<file path="config.mk">
export PLATFORM = sky130hd
export DESIGN_NAME = mem_port_arbiter
export DESIGN_NICKNAME = d
export VERILOG_FILES = /design/src/rtl/mem_port_arbiter.sv
export SDC_FILE = /design/constraint.sdc
export NUM_CORES = 1
export LEC_CHECK = 0
export BUFFER_PORTS_ARGS = -buffer_cell sky130_fd_sc_hd__buf_2
export CAP_MARGIN = 20
export CORE_AREA = 2 2 116 118
export DETAILED_ROUTE_END_ITERATION = 8
export DIE_AREA = 0 0 118 120
export PLACE_DENSITY = 0.73
export SLEW_MARGIN = 10
export SYNTH_ARGS = -nofsm -noshare
export SYNTH_HDL_FRONTEND = slang
export SYNTH_SLANG_ARGS = --single-unit
</file>
<file path="constraint.sdc">
create_clock -name clk -period 2.2 [get_ports clk]
set_clock_uncertainty 0.1 [all_clocks]
set_input_delay 0.11 -clock clk [delete_from_list [all_inputs] [get_ports clk]]
set_output_delay 0.11 -clock clk [all_outputs]
set_load 0.05 [all_outputs]
</file>
<file path="src/rtl/mem_port_arbiter.sv">
// Round-robin arbiter sharing one memory port between the CPU and the loader/debug DMA.
// One transaction at a time; reads wait RD_LAT cycles and return registered data plus a one-cycle valid.
module mem_port_arbiter #(
  parameter int AW     = 32,
  parameter int DW     = 32,
  parameter int RD_LAT = 1
) (
  input  logic          clk,
  input  logic          reset,
  input  logic          cpu_req,
  input  logic          cpu_we,
  input  logic [AW-1:0] cpu_addr,
  input  logic [DW-1:0] cpu_wdata,
  output logic          cpu_gnt,
  output logic          cpu_rvalid,
  output logic [DW-1:0] cpu_rdata,
  output logic          cpu_stall,
  input  logic          dma_req,
  input  logic          dma_we,
  input  logic [AW-1:0] dma_addr,
  input  logic [DW-1:0] dma_wdata,
  output logic          dma_gnt,
  output logic          dma_rvalid,
  output logic [DW-1:0] dma_rdata,
  output logic          mem_en,
  output logic          mem_we,
  output logic [AW-1:0] mem_addr,
  output logic [DW-1:0] mem_wdata,
  input  logic [DW-1:0] mem_rdata,
  output logic          dbg_state
);
  // Handshake: a request is held until its gnt; gnt marks the single cycle the access
  // reaches memory, so anything the requester changes after gnt is ignored.
  typedef enum logic {S_IDLE = 1'b0, S_RD_WAIT = 1'b1} state_e;
  localparam logic       WIN_CPU  = 1'b0;
  localparam logic       WIN_DMA  = 1'b1;
  localparam logic [3:0] LAT_INIT = 4'(RD_LAT);

  state_e        state_q, state_d;
  logic          last_win_q, last_win_d;
  logic          owner_q, owner_d;
  logic [3:0]    lat_cnt_q, lat_cnt_d;
  logic [DW-1:0] cpu_rdata_q, cpu_rdata_d, dma_rdata_q, dma_rdata_d;
  logic          cpu_rvalid_q, cpu_rvalid_d, dma_rvalid_q, dma_rvalid_d;
  logic          cpu_win, dma_win, win_we;

  // On a tie the requester that did not win last time is served.
  always_comb begin
    cpu_win = 1'b0;
    dma_win = 1'b0;
    if (!reset && state_q == S_IDLE) begin
      cpu_win = cpu_req && (!dma_req || last_win_q == WIN_DMA);
      dma_win = dma_req && (!cpu_req || last_win_q == WIN_CPU);
    end
  end

  assign win_we = (cpu_win & cpu_we) | (dma_win & dma_we);

  always_ff @(posedge clk) begin
    if (reset) begin
      state_q      <= S_IDLE;
      last_win_q   <= WIN_DMA;
      owner_q      <= WIN_CPU;
      lat_cnt_q    <= 4'd0;
      cpu_rdata_q  <= '0;
      dma_rdata_q  <= '0;
      cpu_rvalid_q <= 1'b0;
      dma_rvalid_q <= 1'b0;
    end else begin
      state_q      <= state_d;
      last_win_q   <= last_win_d;
      owner_q      <= owner_d;
      lat_cnt_q    <= lat_cnt_d;
      cpu_rdata_q  <= cpu_rdata_d;
      dma_rdata_q  <= dma_rdata_d;
      cpu_rvalid_q <= cpu_rvalid_d;
      dma_rvalid_q <= dma_rvalid_d;
    end
  end

  always_comb begin
    state_d      = state_q;
    last_win_d   = last_win_q;
    owner_d      = owner_q;
    lat_cnt_d    = lat_cnt_q;
    cpu_rdata_d  = cpu_rdata_q;
    dma_rdata_d  = dma_rdata_q;
    cpu_rvalid_d = 1'b0;
    dma_rvalid_d = 1'b0;
    if (state_q == S_IDLE) begin
      if (cpu_win || dma_win) begin
        last_win_d = dma_win;
        // Writes finish in the grant cycle; only reads park the port.
        if (!win_we) begin
          owner_d   = dma_win;
          lat_cnt_d = LAT_INIT;
          state_d   = S_RD_WAIT;
        end
      end
    end else begin
      lat_cnt_d = lat_cnt_q - 4'd1;
      if (lat_cnt_q == 4'd1) begin
        state_d = S_IDLE;
        if (owner_q == WIN_DMA) begin
          dma_rdata_d  = mem_rdata;
          dma_rvalid_d = 1'b1;
        end else begin
          cpu_rdata_d  = mem_rdata;
          cpu_rvalid_d = 1'b1;
        end
      end
    end
  end

  always_comb begin
    cpu_gnt   = cpu_win;
    dma_gnt   = dma_win;
    mem_en    = cpu_win | dma_win;
    mem_we    = win_we;
    mem_addr  = '0;
    mem_wdata = '0;
    if (cpu_win) begin
      mem_addr  = cpu_addr;
      mem_wdata = cpu_wdata;
    end else if (dma_win) begin
      mem_addr  = dma_addr;
      mem_wdata = dma_wdata;
    end
    cpu_stall = !reset && ((cpu_req && !cpu_win) ||
                           (state_q == S_RD_WAIT && owner_q == WIN_CPU));
  end

  assign cpu_rdata  = cpu_rdata_q;
  assign dma_rdata  = dma_rdata_q;
  assign cpu_rvalid = cpu_rvalid_q;
  assign dma_rvalid = dma_rvalid_q;
  assign dbg_state  = (state_q == S_RD_WAIT);

endmodule
</file>
After elaboration in Yosys (flattened, before gate mapping)
Index checks and enable logic that the tools add are counted.
{ "totals": {"regBits": 73, "input_bits": 166, "output_inout_bits": 136, "word_cells": 56} }
{ "classes": {"n_addsub": 1, "n_eq_ne": 2, "muxes": 15, "n_bitwise": 9, "reduce_logical": 21} }
{ "op_table": {"columns": ["cell", "count"], "rows": [
  ["$mux W32", 4],
  ["$mux W4", 3],
  ["$reduce_and A3 Y1", 3],
  ["$mux W1", 8],
  ["$logic_and A1 B1 Y1", 6],
  ["$not A1 Y1", 5],
  ["$eq A4 B1 Y1 const B", 1],
  ["$logic_not A1 Y1", 4],
  ["$logic_or A1 B1 Y1", 4],
  ["$reduce_and A2 Y1", 2],
  ["$sub A4 B1 Y4 const B", 1],
  ["$reduce_or A3 Y1", 1],
  ["$and A1 B1 Y1", 2],
  ["$ne A2 B1 Y1 const B", 1],
  ["$or A1 B1 Y1", 2],
  ["$reduce_bool A2 Y1", 1]
]} }

Depth between registers and ports, before layout
Gate-level depths: netlist (run 1).
{ "depth": {"word_depth": 9, "mapped_depth": 7, "mapped_depth_nobuf": 5} }

Least setup slack after synthesis (run 1)
OpenSTA, ideal clock, no wires.
{ "synth_timing": {"kind": "register to output", "startpoint": "reg state_q (netlist: dbg_state)", "endpoint": "out mem_addr[21]", "arrival_ps": 2088, "t_required_ps": 1990, "slack_ps": -98, "path_stages_with_launch": 6, "n_path_buf": 1, "cell_sequence": "dfxtp_1 -> nor2_1 -> nand3_1 -> inv_2 -> clkbuf_1 -> a22o_1"} }
{ "synth_between": {"elab_cells_between_ends": 6, "classes_between": "mux (4); bitwise (1); reduce/logical (1)"} }
{ "synth_rtl": {"columns": ["element", "line", "rtl"], "rows": [
  ["start: declaration", "39", "state_e state_q, state_d;"],
  ["start signal: assignment", "70", "state_q <= state_d;"],
  ["$not A1 Y1 (no source line)", null, null],
  ["$logic_and A1 B1 Y1", "51", "if (!reset && state_q == S_IDLE) begin"],
  ["$mux W1", "51", null],
  ["via cpu_gnt", "14", "output logic cpu_gnt,"],
  ["$mux W32", "122", "if (cpu_win) begin"],
  ["end: declaration", "27", "output logic [AW-1:0] mem_addr,"]
]} }
The timed path passes the listed nets, and every way through them passes these cells.

Worst setup path after layout (run 1)
{ "layout_timing": {"startpoint": "reg state_q (netlist: dbg_state)", "endpoint": "out mem_wdata[23]"} }
{ "layout_between": {"elab_chain_len": 5, "elab_cells_between_ends": 6, "classes_between": "mux (4); bitwise (1); reduce/logical (1)"} }
{ "layout_lines": {"columns": ["element", "line", "rtl"], "rows": [
  ["$not A1 Y1 (no source line) (*)", null, null],
  ["$logic_and A1 B1 Y1 (*)", "51", null],
  ["$mux W1", "51", null],
  ["$mux W32", "125", "end else if (dma_win) begin"],
  ["$mux W32 (*)", "122", null],
  ["end: declaration", "28", "output logic [DW-1:0] mem_wdata,"]
]} }
Every way passes the cells marked *; elsewhere a longest branch is shown, timed or not.

==> impl_metrics.ini, run 1 <==
[finish]
final_cells = 909
drive_gt1_frac = 0.464
area_delta_synth_final_pct = 73.0
fill_cells = 1266
final_net_count = 895

[power]
pwr_density_cell_mw_per_mm2 = 668
p_leak_nw = 2.88
peakVddDrop_v = 0.000641

[floorplanning]
num_io_pins = 302
fp.dieH_um = 120
start_util = 0.273
die_w_um = 118
die_area_mm2 = 0.0142
core_region_area_mm2 = 0.0130
row_count = 42

[cts]
cts.sinks = 73
clockBufferDepth = 2
clockRootBuffer = clkbuf_16
clock_latency_ns = 0.32
cts_tree = done
path_clk_slew_ns = 0.05
htreeDepth = 3
cts_made_buffers = 9

[outcome]
status = finished, final reports clean

[yosys]
syn_avg_cell_area_um2 = 8.39
synth_area_leaders = dfxtp_1 (41%), a22o_1 (16%), a21oi_1 (9.3%)
yosys_register_bits = 73
yosys_warnings = 0
seq_area_frac_synth = 0.413
syn_inst = 422
synth-edff-count = 0
yosysTopAreaCell = dfxtp_1
yosys-top-cells-count = dfxtp_1 (73), a21oi_1 (66), a22o_1 (65), nand3_1 (65), o21ai_1 (34)
syn_nets = 590
synth.distinct_cells = 37
synth_area_mm2 = 0.00354
yosysMostFrequentCell = dfxtp_1
synthFlopType = dfxtp_1
synthArstFlopShare = 0
synth_top_area_share = 0.413

[timing]
final_hold_viol_count = 0
fin_ws_ns = 0.0697
tightest_slew_ns = 0.665
setup_tns_ns = 0
rsz0062_at_grt = false
fmax_ghz = 0.469
min_period_ns = 2.13
setup_viol = 0
min_period_over_period = 0.968
slew_headroom = 0.557
slew_violations = 0

[worst_setup_path]
startpoint_type = flip-flop
critical_path_peak_fanout = 40
critPathRequiredTime_ns = 1.99
reg2reg_slack_ns = 0.36
path_cells = nor2_2 > and3_2 > buf_12 > a22o_1 > buf_4
end_kind = output pin
crit_cells = 5
crit_slowest_cell = dfxtp_1
crit_family = flip-flops
r2r_cells = 5
cpPeakStageDelay_ns = 0.53
path_class = flip-flop to output pin
cp.arrival_ns = 1.92
path_buf_inv = 2

[global_route]
globalRouteTotalUtil = 0.254
grt_pass1_wl_mm = 27.1
grt-ovfl-total = 0
grt_max_degree = 67
grt_busiest_layer = met2
grt_use_met1 = 0.319
grt_antenna_before_repair = 2
use_met2 = 0.386
grt_pass1_vias = 4568
grt_use_met3 = 0.0960

[routing]
antenna_left = 0
drc = 0
routed_via_density = 5.26
dr_total_vias = 4777
firstDrtPassIters = 7
wire_per_inst_um = 21.1
wirelength_mm = 19.2
drt_iter0_drc = 483

[placed_design]
gp_congestion = 0.911
io_buffers = 301
dp_slack_ns = 0.295
dpl.cell_count = 858
dp_hpwl_mm = 14.4

[run]
drv_cap = 0

[worst_hold_path]
min_path_cells = 3
holdCritPathClass = input pin to flip-flop
cell families after synthesis:
logic type | count (synthesis) | share of synthesized area
AOI/OAI and AO/OA | 203 | 0.364
and+or+nand+nor | 85 | 0.131
DFF | 73 | 0.413
buffers and inverters | 57 | 0.0805
xor gates and xnor gates | 2 | 0.00495
adders and majority gates | 2 | 0.00706
routing by layer:
layer  vias to the layer above  share of wire
li1                       2201              -
met1                      2253           0.41
met2                       277           0.45
met3                        42           0.10
met4                         4          0.032
met5                         -         0.0050
placed cells by master, fill, tap and decap left out, types with 10 or more instances in the layout:
cell type / instances
o21ai_0: 30
dfxtp_1: 72
dlygate4sd3_1: 33
a22o_1: 64
a21oi_1: 66
buf_2: 275
buf_12: 21
clkbuf_16: 10
buf_4: 16
o21ai_1: 34
nand3_1: 65
path summary, 6_finish.rpt:
check / start / endpoint
setup / recovery: dbg_state / mem_wdata[23]
hold / removal: cpu_req / last_win_q
setup reg to reg: lat_cnt_q[0] / dma_rdata[8]
hold reg to reg: cpu_rdata[2] / cpu_rdata[2]
area by class of cell:
type / instances / area, µm² / share of cell area
sequential: 73 / 1460 / 0.239
inverter: 4 / 15.0 / 0.00245
clock inverter: 7 / 93.8 / 0.0153
clock buffer: 9 / 225 / 0.0368
multi-input combinational: 292 / 1820 / 0.298
tap: 176 / 220 / 0.0359
antenna: 1 / 2.50 / 0.000408
timing repair buffer: 347 / 2280 / 0.373
per-stage QoR:
stage / utilization / power, mW / hold slack, ns / area [µm²]
after floorplan: - / 2.03 / 0.158 / 3540
after global placement: 0.417 / 2.49 / 0.263 / 5410
after detailed placement: 0.417 / 2.48 / 0.268 / 5410
after CTS: 0.469 / 4.09 / 0.0636 / 6080
after global routing: 0.472 / 4.21 / 0.108 / 6130
final: 0.472 / 4.09 / 0.0704 / 6130
report_power, final:
part	total (mW)	internal (mW)	switching [mW]	leakage, nW
Combinational	1.17	0.422	0.752	2.13
Sequential	1.36	1.35	0.0193	0.590
Clock	1.55	0.992	0.562	0.152
Total	4.09	2.76	1.33	2.88
worst reg2reg max path, stage by stage, from the launching register on:
cell,delay (ns)
dfxtp_1,0.40
ha_1,0.24
nand4bb_4,0.37
buf_4,0.34
o21ai_0,0.17
a21oi_1,0.09
state kept, by name (all words and copies together) (netlist names):
register,flops
cpu_rdata,32
cpu_rvalid,1
dbg_state,1
dma_rvalid,1
dma_rdata,32
lat_cnt_q,4
last_win_q,1
owner_q,1
timing repair:
action / 4_1_cts / 5_1_grt
buffers inserted: 0 / 0
setup endpoints to repair: 9 / 65
hold endpoints to repair: 65 / 0
gates resized for setup: 9 / 3
gates cloned: 0 / 1
hold buffers: 33 / 0
Power figures use the tool's default switching activity.
==> inputs of run 2 (changes only) <==
--- a/config.mk
+++ b/config.mk
@@ -10,7 +10,7 @@
 export CORE_AREA = 2 2 116 118
 export DETAILED_ROUTE_END_ITERATION = 8
 export DIE_AREA = 0 0 118 120
-export PLACE_DENSITY = 0.73
+export PLACE_DENSITY = 0.59
 export SLEW_MARGIN = 10
 export SYNTH_ARGS = -nofsm -noshare
 export SYNTH_HDL_FRONTEND = slang
==> impl_metrics.ini, run 2 (synthesis results as in run 1) <==
[finish]
drive_gt1_frac = 0.471
final_area_mm2 = 0.00603
post-route-util = 0.465
final_net_count = 892
area_delta_synth_final_pct = 70.3
layout_commonest_cell = buf_2
final_cells = 908
layout_common_cells = buf_2 (277), dfxtp_1 (72), a21oi_1 (66)

[worst_setup_path]
path_class = flip-flop to output pin
critical_path_peak_fanout = 38
critPathRequiredTime_ns = 1.99
end_kind = output pin
reg2reg_slack_ns = 0.20
cp.arrival_ns = 1.92
startpoint_type = flip-flop

[timing]
setup_viol = 0
min_period_ns = 2.13
rsz0062_at_grt = true
slew_headroom = 0.472
tightest_slew_ns = 0.793
final_hold_viol_count = 0
hold_ws_ns = 0.146
fmax_ghz = 0.469
min_period_over_period = 0.969
setup_tns_ns = 0
slew_violations = 0

[placed_design]
place_area_mm2 = 0.00530
dpl.cell_count = 857
gp_congestion = 1.11
dp_hpwl_mm = 15.3
io_buffers = 301

[run]
drv_cap = 0

[worst_hold_path]
holdCritPathClass = input pin to flip-flop

[cts]
clockRootBuffer = clkbuf_16
clock_latency_ns = 0.32
clockBufferDepth = 2
path_clk_slew_ns = 0.06
cts_tree = done
htreeDepth = 3
cts.sinks = 73
cts_made_buffers = 9

[global_route]
grt_pass1_vias = 4435
grt-ovfl-total = 0
grt_max_degree = 77
grt_antenna_before_repair = 3
globalRouteTotalUtil = 0.260
grt_pass1_wl_mm = 27.5

[routing]
routed_via_density = 5.22
dr_total_vias = 4741
firstDrtPassIters = 5
wire_per_inst_um = 21.6
drt_iter0_drc = 386
drc = 0
wirelength_mm = 19.6
antenna_left = 0

[floorplanning]
die_w_um = 118
row_count = 42
num_io_pins = 302
fp.dieH_um = 120
die_area_mm2 = 0.0142
core_region_area_mm2 = 0.0130
start_util = 0.273

[power]
combPwrFrac = 0.281
p_seq_frac = 0.337
p_leak_nw = 2.85
power.internal_mw = 2.74
netSwitchingFraction = 0.325
pwr_density_cell_mw_per_mm2 = 672
p_sw_mw = 1.32
clock_power_share = 0.383
peakVddDrop_v = 0.000447

[outcome]
status = finished, final reports clean
run 2: per-layer routing:
layer / vias up / share of wire / track usage
met2: 265 / 0.50 / 0.445
met1: 2254 / 0.37 / 0.294
li1: 2194 / - / -
met5: - / 0.0052 / 0.0551
met3: 26 / 0.099 / 0.104
met4: 2 / 0.023 / 0.0761
run 2: worst max-delay path: stages, from the launching register on:
cell and delay, ns:
dfxtp_1 0.38, nor2_2 0.17, nand3_1 0.18, clkinv_4 0.15, buf_12 0.22, a22o_1 0.20, buf_2 0.29
run 2: repair_timing:
item                                    in CTS  in global routing
resized for setup                           10                 15
setup buffers                                0                  0
hold buffers                                32                  0
endpoints found under the setup margin      54                 37
hold endpoints to repair                    64                  0
run 2: layout make-up:
type,count,area (µm²)
clock inverters,6,90.1
multi-input cells,292,1860
well taps,176,220
fillers,1285,6950
clock buffers,10,229
flip-flops and latches,73,1460
repair buffers,344,2140
diodes,3,7.51
inverters,4,20.0
run 2: metrics by stage:
| step | worst slack, ns | total power, mW |
|---|---|---|
| floorplan | 0.171 | 2.03 |
| global placement | 0.296 | 2.44 |
| detailed placement | 0.252 | 2.45 |
| CTS | 0.0405 | 4.06 |
| global route | -0.00356 | 4.18 |
| finish | 0.0692 | 4.05 |
run 2: power groups by stage:
| stage | registers [mW] | logic (mW) | clock network, mW |
|---|---|---|---|
| 2_1_floorplan | 1.44 | 0.592 | 0 |
| 3_3_place_gp | 1.39 | 1.05 | 0 |
| 3_5_place_dp | 1.39 | 1.05 | 0 |
| 4_1_cts | 1.36 | 1.12 | 1.58 |
| 5_1_grt | 1.37 | 1.18 | 1.64 |
| 6_report | 1.36 | 1.14 | 1.55 |
run 2: final timing paths:
path / start / endpoint / cells past startpoint
max: dbg_state / mem_wdata[30] / 6
min: cpu_req / last_win_q / 3
max reg2reg: lat_cnt_q[0] / dma_rdata[8] / 5
min reg2reg: dma_rdata[7] / dma_rdata[7] / 2
